## config.mk

```make
export PLATFORM = sky130hd
export DESIGN_NAME = cla_multiword_seq_flat
export DESIGN_NICKNAME = d
export VERILOG_FILES = /design/src/rtl/cla_pkg.sv /design/src/rtl/cla_multiword_seq_if.sv /design/src/rtl/cla_slice.sv /design/src/rtl/cla_multiword_seq.sv /design/src/flat_wrapper.sv
export SDC_FILE = /design/constraint.sdc
export NUM_CORES = 1
export LEC_CHECK = 0
export BUFFER_PORTS_ARGS = -buffer_cell sky130_fd_sc_hd__buf_2
export CAP_MARGIN = 20
export CELL_PAD_IN_SITES_DETAIL_PLACEMENT = 0
export CELL_PAD_IN_SITES_GLOBAL_PLACEMENT = 1
export CORE_MARGIN = 2
export CORE_UTILIZATION = 45
export CTS_CLUSTER_SIZE = 20
export DETAILED_ROUTE_END_ITERATION = 10
export MAX_ROUTING_LAYER = met4
export PLACE_DENSITY = 0.9
export SKIP_CTS_REPAIR_TIMING = 1
export SYNTH_ARGS = -nofsm -noshare
export SYNTH_HDL_FRONTEND = slang
export SYNTH_SLANG_ARGS = --single-unit
```

## constraint.sdc

```tcl
create_clock -name clk -period 3.9 [get_ports clk]
set_input_delay 0.78 -clock clk [delete_from_list [all_inputs] [get_ports clk]]
set_output_delay 0.78 -clock clk [all_outputs]
set_load 0.05 [all_outputs]
```

## src/rtl/cla_pkg.sv

```systemverilog
// Shared types and constants for the multi-word carry-lookahead add/sub sequencer.
package cla_pkg;

  typedef enum logic [1:0] {
    ST_IDLE,
    ST_RUN,
    ST_DONE
  } cla_seq_state_t;

  localparam logic OP_ADD = 1'b0;
  localparam logic OP_SUB = 1'b1;

endpackage : cla_pkg

```

## src/rtl/cla_multiword_seq_if.sv

```systemverilog
// Request/result handshake bundle between the producer, the sequencer and the consumer.
interface cla_multiword_seq_if #(
    parameter int WIDTH = 4,
    parameter int WORDS = 4
) ();

    localparam int TOTAL = WIDTH * WORDS;

    logic             in_valid;
    logic             in_ready;
    logic             in_sub;
    logic [TOTAL-1:0] in_a;
    logic [TOTAL-1:0] in_b;
    logic             out_valid;
    logic             out_ready;
    logic [TOTAL-1:0] out_sum;
    logic             out_carry;

    // Producer/consumer side of the bundle.
    modport master (
        output in_valid, in_sub, in_a, in_b, out_ready,
        input  in_ready, out_valid, out_sum, out_carry
    );

    // Sequencer side of the bundle.
    modport slave (
        input  in_valid, in_sub, in_a, in_b, out_ready,
        output in_ready, out_valid, out_sum, out_carry
    );

endinterface : cla_multiword_seq_if

```

## src/rtl/cla_slice.sv

```systemverilog
// Combinational WIDTH-bit carry-lookahead adder; every internal carry is a flat
// sum-of-products over generate/propagate terms and the carry-in.
module cla_slice #(
    parameter int WIDTH = 4
) (
    input  logic [WIDTH-1:0] a,
    input  logic [WIDTH-1:0] b,
    input  logic             cin,
    output logic [WIDTH-1:0] sum,
    output logic             cout
);

    logic [WIDTH-1:0] gen;
    logic [WIDTH-1:0] prop;
    logic [WIDTH:0]   carry;

    assign gen  = a & b;
    assign prop = a ^ b;

    always_comb begin
        logic term_c;
        logic term_p;
        // NOTE: every variable written in a combinational block gets a value
        // before any branch or loop, otherwise synthesis infers a latch.
        carry    = '0;
        term_c   = 1'b0;
        term_p   = 1'b0;
        carry[0] = cin;
        // c[i+1] = g[i] | p[i]g[i-1] | ... | p[i..0]cin, expanded rather than rippled.
        for (int i = 0; i < WIDTH; i++) begin
            term_c = gen[i];
            term_p = prop[i];
            for (int j = i - 1; j >= 0; j--) begin
                term_c = term_c | (term_p & gen[j]);
                term_p = term_p & prop[j];
            end
            carry[i+1] = term_c | (term_p & cin);
        end
    end

    assign sum  = prop ^ carry[WIDTH-1:0];
    assign cout = carry[WIDTH];

endmodule : cla_slice

```

## src/rtl/cla_multiword_seq.sv

```systemverilog
// Adds or subtracts WORDS*WIDTH-bit operands one WIDTH-bit word per cycle, LSW first,
// reusing a single lookahead slice and carrying between words through a register.
module cla_multiword_seq
    import cla_pkg::*;
#(
    parameter int WIDTH = 4,
    parameter int WORDS = 4
) (
    input  logic                clk,
    input  logic                rst,
    cla_multiword_seq_if.slave  bus
);

    localparam int TOTAL = WIDTH * WORDS;
    localparam int IDX_W = $clog2(WORDS);
    localparam logic [IDX_W-1:0] IDX_LAST = IDX_W'(WORDS - 1);

    cla_seq_state_t   state_q, state_d;
    logic [TOTAL-1:0] a_q, a_d;
    logic [TOTAL-1:0] b_q, b_d;
    logic             sub_q, sub_d;
    logic [IDX_W-1:0] idx_q, idx_d;
    logic             carry_q, carry_d;
    logic [TOTAL-1:0] sum_q, sum_d;
    logic             cout_q, cout_d;

    logic             in_ready;
    logic [WIDTH-1:0] a_word;
    logic [WIDTH-1:0] b_word;
    logic [WIDTH-1:0] slice_sum;
    logic             slice_cout;

    assign in_ready = (state_q == ST_IDLE);

    // Subtraction is a + ~b + 1; the +1 enters as the initial carry.
    assign a_word = a_q[int'(idx_q)*WIDTH +: WIDTH];
    assign b_word = b_q[int'(idx_q)*WIDTH +: WIDTH] ^ {WIDTH{sub_q == OP_SUB}};

    cla_slice #(
        .WIDTH (WIDTH)
    ) u_slice (
        .a    (a_word),
        .b    (b_word),
        .cin  (carry_q),
        .sum  (slice_sum),
        .cout (slice_cout)
    );

    always_comb begin
        state_d = state_q;
        a_d     = a_q;
        b_d     = b_q;
        sub_d   = sub_q;
        idx_d   = idx_q;
        carry_d = carry_q;
        sum_d   = sum_q;
        cout_d  = cout_q;

        unique case (state_q)
            ST_IDLE: begin
                if (bus.in_valid && in_ready) begin
                    a_d     = bus.in_a;
                    b_d     = bus.in_b;
                    sub_d   = bus.in_sub;
                    carry_d = (bus.in_sub == OP_ADD) ? 1'b0 : 1'b1;
                    idx_d   = '0;
                    state_d = ST_RUN;
                end
            end
            ST_RUN: begin
                sum_d[int'(idx_q)*WIDTH +: WIDTH] = slice_sum;
                carry_d = slice_cout;
                if (idx_q == IDX_LAST) begin
                    cout_d  = slice_cout;
                    idx_d   = '0;
                    state_d = ST_DONE;
                end else begin
                    idx_d = idx_q + IDX_W'(1);
                end
            end
            ST_DONE: begin
                if (bus.out_ready) begin
                    state_d = ST_IDLE;
                end
            end
            default: state_d = ST_IDLE;
        endcase
    end

    always_ff @(posedge clk or posedge rst) begin
        if (rst) begin
            state_q <= ST_IDLE;
            a_q     <= '0;
            b_q     <= '0;
            sub_q   <= 1'b0;
            idx_q   <= '0;
            carry_q <= 1'b0;
            sum_q   <= '0;
            cout_q  <= 1'b0;
        end else begin
            // NOTE: registers update with non-blocking assignments so every flop
            // samples the pre-edge value of the others, independent of statement order.
            state_q <= state_d;
            a_q     <= a_d;
            b_q     <= b_d;
            sub_q   <= sub_d;
            idx_q   <= idx_d;
            carry_q <= carry_d;
            sum_q   <= sum_d;
            cout_q  <= cout_d;
        end
    end

    assign bus.in_ready  = in_ready;
    assign bus.out_valid = (state_q == ST_DONE);
    assign bus.out_sum   = sum_q;
    assign bus.out_carry = cout_q;

endmodule : cla_multiword_seq

```

## src/flat_wrapper.sv

```systemverilog
// flat-port wrapper written by rule: the top's interface ports become plain ports
module cla_multiword_seq_flat import cla_pkg::*;
#(
    parameter int WIDTH = 4,
    parameter int WORDS = 4
)
  (clk, rst, bus_in_valid, bus_in_sub, bus_in_a, bus_in_b, bus_out_ready, bus_in_ready, bus_out_valid, bus_out_sum, bus_out_carry);
  cla_multiword_seq_if #(.WIDTH(WIDTH), .WORDS(WORDS)) bus_i ();
  input  logic clk;
  input  logic rst;
  input wire logic [$bits(bus_i.in_valid)-1:0] bus_in_valid;
  input wire logic [$bits(bus_i.in_sub)-1:0] bus_in_sub;
  input wire logic [$bits(bus_i.in_a)-1:0] bus_in_a;
  input wire logic [$bits(bus_i.in_b)-1:0] bus_in_b;
  input wire logic [$bits(bus_i.out_ready)-1:0] bus_out_ready;
  output wire logic [$bits(bus_i.in_ready)-1:0] bus_in_ready;
  output wire logic [$bits(bus_i.out_valid)-1:0] bus_out_valid;
  output wire logic [$bits(bus_i.out_sum)-1:0] bus_out_sum;
  output wire logic [$bits(bus_i.out_carry)-1:0] bus_out_carry;
  assign bus_i.in_valid = bus_in_valid;
  assign bus_i.in_sub = bus_in_sub;
  assign bus_i.in_a = bus_in_a;
  assign bus_i.in_b = bus_in_b;
  assign bus_i.out_ready = bus_out_ready;
  assign bus_in_ready = bus_i.in_ready;
  assign bus_out_valid = bus_i.out_valid;
  assign bus_out_sum = bus_i.out_sum;
  assign bus_out_carry = bus_i.out_carry;
  cla_multiword_seq #(.WIDTH(WIDTH), .WORDS(WORDS)) u_core (.clk(clk), .rst(rst), .bus(bus_i));
endmodule
```

# Word level (Yosys, flattened, before mapping)
# Cells that the tools add are included.
dict set report op_classes {
  add_sub_neg 2
  n_eq_ne 6
  n_shift 4
  bitwise_logic 30
  n_reduce_logical 7
  mux 11
}
# cell count
set ops {}
lappend ops {{$neg 4->33} 1}
lappend ops {{$shift 4x33->16 const A} 1}
lappend ops {{$shiftx 4x33->16} 1}
lappend ops {{$shiftx 16x5->4} 2}
lappend ops {{$and 1x1->1} 16}
lappend ops {{$bwmux 16} 1}
lappend ops {{$xor 4x4->4} 3}
lappend ops {{$mux 2} 5}
lappend ops {{$or 1x1->1} 10}
lappend ops {{$pmux 2 s3} 1}
lappend ops {{$reduce_and 2->1} 3}
lappend ops {{$and 4x4->4} 1}
lappend ops {{$eq 2x2->1 const B} 2}
lappend ops {{$ne 2x2->1 const B} 2}
lappend ops {{$pmux 2 s2} 1}
lappend ops {{$reduce_and 3->1} 1}
lappend ops {{$add 2x1->2 const B} 1}
lappend ops {{$eq 2x1->1 const B} 1}
lappend ops {{$logic_not 2->1} 1}
lappend ops {{$mux 1} 2}
lappend ops {{$ne 2x1->1 const B} 1}
lappend ops {{$pmux 1 s2} 1}
lappend ops {{$reduce_bool 2->1} 1}
lappend ops {{$logic_and 1x1->1} 1}
dict set report totals {
  inputBits 37
  elab_cells 68
  ff_bits 55
  output_inout_bits 19
}

# Depth between registers and ports, before layout
dict set report logic_depth {
  ltp_word 10
  mapped_depth 8
  depth_no_buf 7
}

# Cells and area by module
# Synthesis repeated with hierarchy kept, for this count alone.
dict set report unflattened {
  cells_unflattened 194
  area_unflattened_um2 2832.7
}
# mod area_each_um2 cells_each seq_area_each_um2 n_inst
set modules_own_cells {}
lappend modules_own_cells {cla_multiword_seq 2685.1 177 1376.3 1}
lappend modules_own_cells {cla_slice 147.6 17 0.0 1}

# Worst setup path before layout
# No wires, ideal clock.
dict set report synth_timing {
  path_kind {flip-flop to flip-flop}
  startpoint {reg u_core.idx_q[0]}
  endpoint {reg u_core.sum_q[11], in the netlist u_core.bus.out_sum[11]}
  path_buffers 2
  slack_ps 1422
  t_required_ps 3779
  path_stages_with_launch 9
  arrival_ps 2357
  synth_period_minus_slack_ps 2478
  cell_sequence {dfrtp_1 -> buf_4 -> buf_4 -> mux4_2 -> ha_1 -> a41oi_1 -> o21ai_0 -> xor2_1 -> a22o_2}
}
dict set report synth_between {
  elab_chain_len 10
  elab_cells_between_ends 25
}
# element line_no
set synth_lines {}
lappend synth_lines {{start, declared} cla_multiword_seq.sv:22} ;# logic [IDX_W-1:0] idx_q, idx_d;
lappend synth_lines {{start signal, assigned} cla_multiword_seq.sv:107} ;# idx_q <= idx_d;
lappend synth_lines {{$shiftx 16x5->4} cla_multiword_seq.sv:37} ;# assign b_word = b_q[int'(idx_q)*WIDTH +: WIDTH] ^ {WIDTH{sub_q == OP_SUB}};
lappend synth_lines {{$xor 4x4->4} cla_multiword_seq.sv:37}
lappend synth_lines {{$xor 4x4->4 / $and 4x4->4 (equally long branches)} {cla_slice.sv:18, cla_slice.sv:17}}
lappend synth_lines {{$and 1x1->1, on equally long branches} {cla_slice.sv:34, cla_slice.sv:35}}
lappend synth_lines {{$or 1x1->1, or another cell as far along} cla_slice.sv:34} ;# term_c = term_c | (term_p & gen[j]);
lappend synth_lines {{$or 1x1->1 / $and 1x1->1 (equally long branches)} {cla_slice.sv:34, cla_slice.sv:37}}
lappend synth_lines {{$or 1x1->1} cla_slice.sv:37} ;# carry[i+1] = term_c | (term_p & cin);
lappend synth_lines {{$xor 4x4->4} cla_slice.sv:41} ;# assign sum = prop ^ carry[WIDTH-1:0];
lappend synth_lines {{$shiftx 4x33->16} cla_multiword_seq.sv:71} ;# sum_d[int'(idx_q)*WIDTH +: WIDTH] = slice_sum;
lappend synth_lines {{$bwmux 16 *} cla_multiword_seq.sv:71}
lappend synth_lines {{end signal, assigned} cla_multiword_seq.sv:109} ;# sum_q <= sum_d;
lappend synth_lines {{end, declared} cla_multiword_seq.sv:24} ;# logic [TOTAL-1:0] sum_q, sum_d;
# Every way passes the cells marked *; elsewhere a longest branch is shown, timed or not.
# A chain may end at the register's enable or synchronous reset.

# Worst setup path in the final report
dict set report layout_timing {
  startpoint {reg u_core.idx_q[0]}
  endpoint {reg u_core.sum_q[7], in the netlist u_core.bus.out_sum[7]}
}
# The elaborated chain is that of the path after synthesis.

==> impl_metrics.tcl <==
set metrics [dict create \
    r2r-end "u_core.bus.out_sum[7]$_DFFE_PP0P_" \
    setup_viol 0 \
    synth_cell_types 32 \
    crit_required_ps 4100 \
    path_clk_slew_ps 100 \
    reg2reg_from "u_core.idx_q[0]$_DFFE_PP0P_" \
    remaining_drc_errors 0 \
    hold_viol 0 \
    gp_congestion 0.796 \
    rsz0062_at_grt "no" \
    synth_largest_area_cell "dfrtp_1" \
    fin_area_um2 3090 \
    initial_core_util 0.471 \
    p_leak_nw 1.65 \
    vias_per_cell 4.86 \
    port_buffers 55 \
    die_w_um 80.4 \
    grt_pass1_wl_um 8580 \
    relSlewSlack 0.456 \
    cap_violations 0 \
    route.final.wire_length_um 5110 \
    drt_iter0_markers 94 \
    tritoncts "done" \
    ys_ff_latch 55 \
    clockBufferDepth 2 \
    syn_to_final_growth_pct 17.6 \
    fmax_ghz 0.335 \
    cp_max_fo 18 \
    synth_top_area_share 0.524 \
    synth_edf_count 0 \
    numCtsBuffers 5 \
    num_antenna_cells 0 \
    hpwlAfterDp_um 3770 \
    final_cell_mix "nand2_1, buf_2, dfrtp_1, ha_1" \
    syn-mean-instance-area_um2 10.1 \
    synthArstFlopShare 1.00 \
    syn-cell-area_um2 2630 \
    grt_max_degree 37 \
    die_y_um 80.4 \
    fin_tns_setup_ps 0 \
    fin_crit_sh 0.765 \
    grt-ovfl-total 0 \
    path_common_cell "xor2_1" \
    row_count 27 \
    critical_path_class "register to register" \
    dieArea_um2 6460 \
    nets 362 \
    outcome "finished, final reports clean" \
    finalClockSkew_ps 12.6 \
    clock_latency_ps 320 \
    grt_pass1_vias 1768 \
    ant_nets 0 \
    synth_nets 309 \
    yosys-top-cells-area "dfrtp_1, nand2_1, mux4_2" \
    drt-pass1-iter-count 4 \
    r2r_cells 7 \
    tightest_slew_ps 816 \
    fin_crit_ps 2980 \
    yosys_warnings 0 \
    cpPeakStageDelay_ps 890 \
    core_um2 5570 \
    num_io_pins 56 \
    rrSetupSlack_ps 920 \
    pwr_density_cell_nw_per_um2 964 \
    min_path_type "input port to async pin" \
    yosysSeqAreaShare 0.524 \
    wire_per_inst_um 13.2 \
    crit_chain "mux4_2 -> xor2_1 -> ha_1 -> a41oi_1 -> o21ai_0 -> xor2_1 -> a22o_2" \
    drive_gt1_frac 0.263 \
    setup.worst_path.start "u_core.idx_q[0]$_DFFE_PP0P_" \
    drv_slew 0 \
    cts_sinks 55 \
    synth-main-ff-cell "dfrtp_1" \
    final_common_cell "nand2_1" \
    synthesis.instances 261 \
    antenna_found_initial 0 \
    grtUsageTotal 0.179 \
    root_buffer "clkbuf_8" \
    cp.arrival_ps 3180 \
    ir_drop_uv 426 \
    htreeDepth 2 \
    route.vias.total 1882 \
    cpMaxStageDelayCell "dfrtp_1" \
    cp-end-kind "register" \
    post_dp_cell_area_um2 2950 \
    worst_setup_path_start_kind "register" \
]
where the power goes:
| part | leakage, nW | switching (mW) | internal, mW |
|---|---|---|---|
| clock | 0.0412 | 0.184 | 0.126 |
| combinational | 0.908 | 1.01 | 0.652 |
| sequential | 0.703 | 0.195 | 0.810 |
| total | 1.65 | 1.39 | 1.59 |
critical path: cells and delay by family, from the launching register on:
kind            cells  cell delay [ps]
flops               1              890
compound gates      3              640
mux                 1              610
xor+xnor            2              370
fa+ha+maj           1              360
area by class of cell:
type	count	area [um^2]
fill	504	2480
sequential	55	1380
multi-input combinational	185	1150
timing repair buffer	58	350
tap	72	90.1
clock buffer	6	72.6
inverter	9	33.8
clock inverter	2	12.5
synthesized netlist by cell type (all sizes together) (2+ instances only):
cell type and count:
buf 9, nand3b 2, a22o 12, xor2 6
xnor2 2, o31ai 2, and3 2, clkbuf 3
o21ai 8, nand2 111, dfrtp 55, inv 9
nor2 2, nand3 3, ha 10, a21oi 5
mux4 8, nand2b 2
metal layers:
layer / part of all wire / GRT usage / vias up / routed length [um]
li1: - / - / 974 / -
met1: 0.48 / 0.261 / 863 / 2430
met2: 0.47 / 0.257 / 41 / 2390
met3: 0.048 / 0.0371 / 4 / 244
met4: 0.0086 / 0.0508 / 0 / 44
met5: 0 / - / - / 0
kinds of logic after synthesis:
kind of cell,Yosys count,share of synthesized area
AND/OR/NAND/NOR,128,0.207
flip-flops,55,0.524
AO/OA/AOI/OAI,30,0.0819
buffers and inverters,21,0.0367
adder cells (fa/ha/maj),11,0.0553
XOR/XNOR,8,0.0267
multiplexers,8,0.0686
stage by stage:
stage | worst slack [ps] | cells | util | total power [mW] | hold WS (ps)
global route | 660 | 387 | 0.554 | 3.25 | 471
detailed placement | 920 | 377 | 0.529 | 2.66 | 462
finish | 917 | 387 | 0.554 | 2.98 | 443
floorplan | 1420 | 261 | - | 2.29 | 440
global placement | 976 | 376 | 0.525 | 2.60 | 456
CTS | 871 | 385 | 0.544 | 2.97 | 456
worst max-delay path by stage:
stage | endpoint | slack (ps) | depth (start not counted)
after floorplan | u_core.bus.out_sum[11]$_DFFE_PP0P_ | 1420 | 8
after global placement | u_core.bus.out_sum[7]$_DFFE_PP0P_ | 980 | 7
after detailed placement | u_core.bus.out_sum[7]$_DFFE_PP0P_ | 920 | 7
after CTS | u_core.bus.out_sum[7]$_DFFE_PP0P_ | 870 | 7
after global routing | u_core.bus.out_sum[3]$_DFFE_PP0P_ | 660 | 7
final | u_core.bus.out_sum[7]$_DFFE_PP0P_ | 920 | 7
state kept, by name, indices dropped and copies added, names as in the netlist:
| register | count |
|---|---|
| u_core.a_q | 16 |
| u_core.b_q | 16 |
| u_core.bus.out_carry | 1 |
| u_core.bus.out_sum | 16 |
| u_core.carry_q | 1 |
| u_core.idx_q | 2 |
| u_core.state_q | 2 |
| u_core.sub_q | 1 |
(Power assumes the default switching activity.)
